**config.mk**
```make
export PLATFORM = sky130hd
export DESIGN_NAME = tile_frame_buffer
export DESIGN_NICKNAME = d
export VERILOG_FILES = /design/src/rtl/tile_frame_buffer.sv
export SDC_FILE = /design/constraint.sdc
export NUM_CORES = 2
export LEC_CHECK = 0
export CAP_MARGIN = 10
export CELL_PAD_IN_SITES_DETAIL_PLACEMENT = 2
export CELL_PAD_IN_SITES_GLOBAL_PLACEMENT = 2
export CORE_MARGIN = 5
export CORE_UTILIZATION = 49
export DETAILED_ROUTE_END_ITERATION = 8
export HOLD_SLACK_MARGIN = 0.05
export PLACE_DENSITY_LB_ADDON = 0.1
export SYNTH_ARGS = -nofsm -noshare
export SYNTH_HDL_FRONTEND = slang
export SYNTH_SLANG_ARGS = --single-unit
```
**constraint.sdc**
```tcl
create_clock -name clk -period 23.1 [get_ports clk]
set_input_delay 2.31 -clock clk [delete_from_list [all_inputs] [get_ports clk]]
set_output_delay 2.31 -clock clk [all_outputs]
set_load 0.01 [all_outputs]
```
**src/rtl/tile_frame_buffer.sv**
```systemverilog
// Tile-colour frame buffer: registered dual-port reads, host writes, and a full-frame clear sweep.
// Optional build macro TILE_FB_CHECKER_EN makes the sweep paint a checkerboard of colour / ~colour.
module tile_frame_buffer #(
    parameter int               COLS       = 40,
    parameter int               ROWS       = 30,
    parameter int               PIX_W      = 3,
    parameter logic [PIX_W-1:0] RESET_FILL = 3'b010,
    localparam int              CW         = $clog2(COLS),
    localparam int              RW         = $clog2(ROWS)
) (
    input  logic             clk,
    input  logic             rst_n,
    input  logic             wr_en,
    input  logic [CW-1:0]    wr_col,
    input  logic [RW-1:0]    wr_row,
    input  logic [PIX_W-1:0] wr_data,
    output logic             wr_ready,
    input  logic             rd_en,
    input  logic [CW-1:0]    rd_col,
    input  logic [RW-1:0]    rd_row,
    output logic [PIX_W-1:0] rd_data,
    output logic             rd_valid,
    input  logic             clr_start,
    input  logic [PIX_W-1:0] clr_data,
    output logic             clr_busy,
    output logic             clr_done
);

    localparam int             DEPTH     = COLS * ROWS;
    localparam int             AW        = $clog2(DEPTH);
    localparam logic [AW-1:0]  LAST_ADDR = AW'(DEPTH - 1);
    localparam logic [CW-1:0]  LAST_COL  = CW'(COLS - 1);
    // One extra bit so a power-of-two COLS/ROWS does not truncate to zero.
    localparam logic [CW:0]    COLS_W    = (CW + 1)'(COLS);
    localparam logic [RW:0]    ROWS_W    = (RW + 1)'(ROWS);

    typedef enum logic [1:0] {
        IDLE  = 2'd0,
        SWEEP = 2'd1,
        DONE  = 2'd2
    } state_t;

    state_t           state_q, state_d;
    logic [AW-1:0]    sw_addr_q, sw_addr_d;
    logic [CW-1:0]    sw_col_q, sw_col_d;
    logic [RW-1:0]    sw_row_q, sw_row_d;
    logic [PIX_W-1:0] clr_colour_q, clr_colour_d;
    logic [PIX_W-1:0] rd_data_q, rd_data_d;
    logic             rd_valid_q, rd_valid_d;

    logic [PIX_W-1:0] mem_q [DEPTH];

    logic             mem_we;
    logic [AW-1:0]    mem_waddr;
    logic [PIX_W-1:0] mem_wdata;
    logic [PIX_W-1:0] sweep_pix;
    logic             wr_in_range;
    logic             rd_in_range;
    logic [AW-1:0]    wr_addr;
    logic [AW-1:0]    rd_addr;

    always_comb begin
        wr_in_range = ({1'b0, wr_col} < COLS_W) && ({1'b0, wr_row} < ROWS_W);
        rd_in_range = ({1'b0, rd_col} < COLS_W) && ({1'b0, rd_row} < ROWS_W);
        wr_addr     = AW'(wr_row) * AW'(COLS) + AW'(wr_col);
        rd_addr     = AW'(rd_row) * AW'(COLS) + AW'(rd_col);
    end

`ifdef TILE_FB_CHECKER_EN
    always_comb begin
        sweep_pix = (sw_col_q[0] ^ sw_row_q[0]) ? ~clr_colour_q : clr_colour_q;
    end
`else
    always_comb begin
        sweep_pix = clr_colour_q;
    end
`endif

    always_comb begin
        state_d      = state_q;
        sw_addr_d    = sw_addr_q;
        sw_col_d     = sw_col_q;
        sw_row_d     = sw_row_q;
        clr_colour_d = clr_colour_q;
        mem_we       = 1'b0;
        mem_waddr    = '0;
        mem_wdata    = '0;

        // Host writes share the single write port outside SWEEP only.
        if (state_q != SWEEP && wr_en && wr_in_range) begin
            mem_we    = 1'b1;
            mem_waddr = wr_addr;
            mem_wdata = wr_data;
        end

        case (state_q)
            IDLE: begin
                if (clr_start) begin
                    state_d      = SWEEP;
                    sw_addr_d    = '0;
                    sw_col_d     = '0;
                    sw_row_d     = '0;
                    clr_colour_d = clr_data;
                end
            end
            SWEEP: begin
                mem_we    = 1'b1;
                mem_waddr = sw_addr_q;
                mem_wdata = sweep_pix;
                if (sw_addr_q == LAST_ADDR) begin
                    state_d = DONE;
                end else begin
                    sw_addr_d = sw_addr_q + 1'b1;
                    if (sw_col_q == LAST_COL) begin
                        sw_col_d = '0;
                        sw_row_d = sw_row_q + 1'b1;
                    end else begin
                        sw_col_d = sw_col_q + 1'b1;
                    end
                end
            end
            DONE: begin
                state_d = IDLE;
            end
            default: begin
                state_d = IDLE;
            end
        endcase
    end

    always_comb begin
        rd_valid_d = rd_en;
        rd_data_d  = rd_data_q;
        if (rd_en) begin
            rd_data_d = rd_in_range ? mem_q[rd_addr] : '0;
        end
    end

    always_ff @(posedge clk) begin
        if (!rst_n) begin
            state_q      <= SWEEP;
            sw_addr_q    <= '0;
            sw_col_q     <= '0;
            sw_row_q     <= '0;
            clr_colour_q <= RESET_FILL;
            rd_data_q    <= '0;
            rd_valid_q   <= 1'b0;
        end else begin
            state_q      <= state_d;
            sw_addr_q    <= sw_addr_d;
            sw_col_q     <= sw_col_d;
            sw_row_q     <= sw_row_d;
            clr_colour_q <= clr_colour_d;
            rd_data_q    <= rd_data_d;
            rd_valid_q   <= rd_valid_d;
        end
    end

    // Storage is deliberately not reset; the sweep that follows reset repaints it.
    always_ff @(posedge clk) begin
        if (rst_n && mem_we) begin
            mem_q[mem_waddr] <= mem_wdata;
        end
    end

    always_comb begin
        rd_data  = rd_data_q;
        rd_valid = rd_valid_q;
        clr_busy = (state_q == SWEEP);
        clr_done = (state_q == DONE);
        wr_ready = (state_q != SWEEP);
    end

endmodule

```
==> metrics.md <==
| Metric | Value |
|---|---|
| WS Path Type | `in2reg` |
| Multi-input logic area | `34660 µm²` |
| Synth top area share | `0.7416` |
| Setup WS pre-CTS | `14.00 ns` |
| CTS Buffer Depth | `4` |
| Post-CTS Setup Bufs | `0` |
| Layout cells sized above 1 | `0.1911` |
| Slew Limit Headroom | `0.1023` |
| Final Cycle Share | `0.3565` |
| FF/Latch Area | `108500 µm²` |
| Achievable frequency | `121.4 MHz` |
| #FFs+latches synth | `3620` |
| Avg Cell Area, Syn | `18.33 µm²` |
| Worst-path cell chain | `clkdlybuf4s50_1, o21ai_0, nand3_1, a41oi_2, buf_4, a22o_4, buf_4, buf_4, buf_4, buf_4, buf_4` |
| Psw | `3410 µW` |
| Most frequent cells in the layout | `edfxtp_1, nor2_1, mux4_2` |
| Crit path buf inv count | `7` |
| Clk_lat worst skew | `0.99 ns` |
| Combinational share of power | `0.065` |
| Hold Slack | `0.4896 ns` |
| HPWL Detailed | `318.0 mm` |
| Synthesis-to-finish area growth | `11.50%` |
| Post_cts resized | `0` |
| Worst-Margin Slew | `1.336 ns` |
| DR pass1 iterations | `5` |
| Post-synth EDFFs | `3600` |
| Critical path's largest stage delay | `1.01 ns` |
| Clock share of power | `0.433` |
| Largest net degree at the start of global routing | `223` |
| # hold bufs at CTS | `0` |
| Final WS setup | `14.86 ns` |
| Fin crit period | `8.236 ns` |
| Num CTS Buffers | `380` |
| Clock Skews | `0.04343 ns` |
| 1st-iter DRT viols | `12830` |
| CTS tree | `built` |
| Clk Tree Root Cell | `clkbuf_16` |
| DIE HEIGHT | `555.4 µm` |
| Post-layout nets | `8073` |
| Peak VDD IR | `95.47 µV` |
| Filler Cells Inserted | `25090` |
| DR DRC count | `0` |
| Port Buffers | `39` |
| Initial antenna violation count | `39` |
| Vias | `84710` |
| Number of cells produced by synthesis | `7954` |
| Initial Util | `0.4916` |
| Global-route wire length before repair | `763.2 mm` |
| Crit-path slowest cell | `buf_4` |
| Top cell family by delay on the critical path | `buffers and inverters` |
| CTS clk-pin slew, worst paths | `0.06 ns` |
| Hold crit path type | `reg2reg` |
| Die Width | `555.4 µm` |
| Startpoint Class | `input port` |
| Pleak | `0.04519 µW` |
| GP Congestion | `0.8245` |
| Final setup fails | `0` |
| Endpoints failing hold | `0` |
| RSZ-0062 raised after global routing | `false` |
| Die area | `308500 µm²` |
| Post-route ant nets | `0` |
| Crit path DAT | `8.87 ns` |
| Mapped Nets | `8010` |
| Internal power | `10770 µW` |
| Post-synth top area cell | `edfxtp_1` |
| FP Rows | `200` |
| Via count of the first global-routing pass | `90770` |
| Post-synth ARST share | `0` |
| Slew Limit Fails | `0` |
| Routed WL | `549.9 mm` |
| Commonest non-fill, non-tap cell in the layout | `edfxtp_1` |
| Pwr Total | `14180 µW` |
| Core Region | `296500 µm²` |
| Number of H-tree levels | `5` |
| Drt via density | `6.897` |
| Post-layout util | `0.5481` |
| Cell Pwr Density | `87.24 nW/µm²` |
| GRT Overall Usage | `0.3534` |
| Post-synthesis sequential area ratio | `0.7444` |
| Ys Warns | `0` |
| Worst setup EP type | `register` |
| Cell Area, Synth | `145800 µm²` |
| CP Max Fanout | `102` |
| Dominant synthesized flop cell | `edfxtp_1` |
| Synth cell types | `79` |
| Final setup TNS | `0 ns` |
| Switching Share | `0.2405` |
| Clk sink count | `3620` |
| Gr ovfl total | `0` |
| Sequential Power Share | `0.502` |
| Synth area leaders | `edfxtp_1, mux4_2, nor2_1` |
| Worst Path Required | `23.74 ns` |
| Ports | `40` |
| Status | `complete, no violations` |
| Max-Cap Viols | `0` |
| CP most frequent cell | `buf_4` |
| Wirelength per Cell | `44.78 µm` |
cell families after synthesis:
logic type,after synthesis,synth area share
xor+xnor,21,0.001262
simple gates,1747,0.04815
mux,1204,0.1453
compound gates,733,0.03729
flops,3620,0.7444
fa+ha+maj,23,0.002180
buf+inv,606,0.02143
sequential cells by signal, summed over array words and instances, names as in the netlist:
name          flops
clr_colour_q      3
sw_addr_q        11
state_q           2
mem_q          3600
rd_valid          1
rd_data           3
Yosys cell counts (9+ instances only):
library cell / number
a2111oi_0: 10
a211oi_1: 31
a21oi_1: 75
a221o_1: 49
a221oi_1: 150
a22o_1: 17
a22oi_1: 103
a311oi_1: 10
a31oi_1: 26
buf_1: 57
buf_2: 74
buf_4: 76
buf_6: 57
clkbuf_1: 326
dfxtp_1: 20
edfxtp_1: 3600
ha_1: 19
inv_1: 9
mux2_2: 19
mux2i_1: 457
mux4_2: 728
nand2_1: 200
nand2b_1: 20
nand3_1: 65
nand4_1: 15
nor2_1: 1311
nor2b_1: 24
nor3_1: 60
nor4_1: 14
o2111ai_1: 14
o211ai_1: 11
o21ai_0: 118
o22ai_1: 24
o311ai_0: 12
o31ai_1: 11
xor2_1: 13
metrics by stage:
step                      cells  area [µm²]
after floorplan            7954      145800
after global placement    11570      150500
after detailed placement  11570      150500
after CTS                 12260      162400
after global routing      12260      162500
final                     12280      162500
worst min-delay path: stages, from the launching register on:
cell	delay, ns
dfxtp_1	0.33
nand2_1	0.06
a21oi_1	0.06
layout make-up:
type	count	share of cell area
Antenna cell	23	0.0003541
Clock buffer	475	0.06192
Clock inverter	209	0.01135
Inverter	13	0.0003926
Multi-Input combinational cell	3728	0.2132
Sequential cell	3620	0.6676
Tap cell	3939	0.03032
Timing Repair Buffer	274	0.01483
layer usage:
| layer | GRT usage | wire [µm] |
|---|---|---|
| met2 | 0.5752 | 267900 |
| met4 | 0.1739 | 30170 |
| met1 | 0.4607 | 201800 |
| met5 | 0 | 131 |
| met3 | 0.06743 | 49930 |
final timing paths:
path,slack [ns],cells after the start,endpoint,from
max,14.86,11,mem_q[548][0],wr_col[4]
min,0.49,2,clr_colour_q[2],clr_colour_q[2]
max reg2reg,16.19,8,mem_q[548][0],state_q[1]
min reg2reg,0.49,2,clr_colour_q[2],clr_colour_q[2]
power by group through the flow:
stage                     Sequential [µW]  Clock [µW]  Combinational [µW]
after global routing                 7110        6500                 913
after floorplan                      7250           0                 428
after CTS                            7110        6170                 895
final                                7110        6140                 921
after detailed placement             7260           0                 883
after global placement               7260           0                 864
Power figures use the tool's default switching activity.
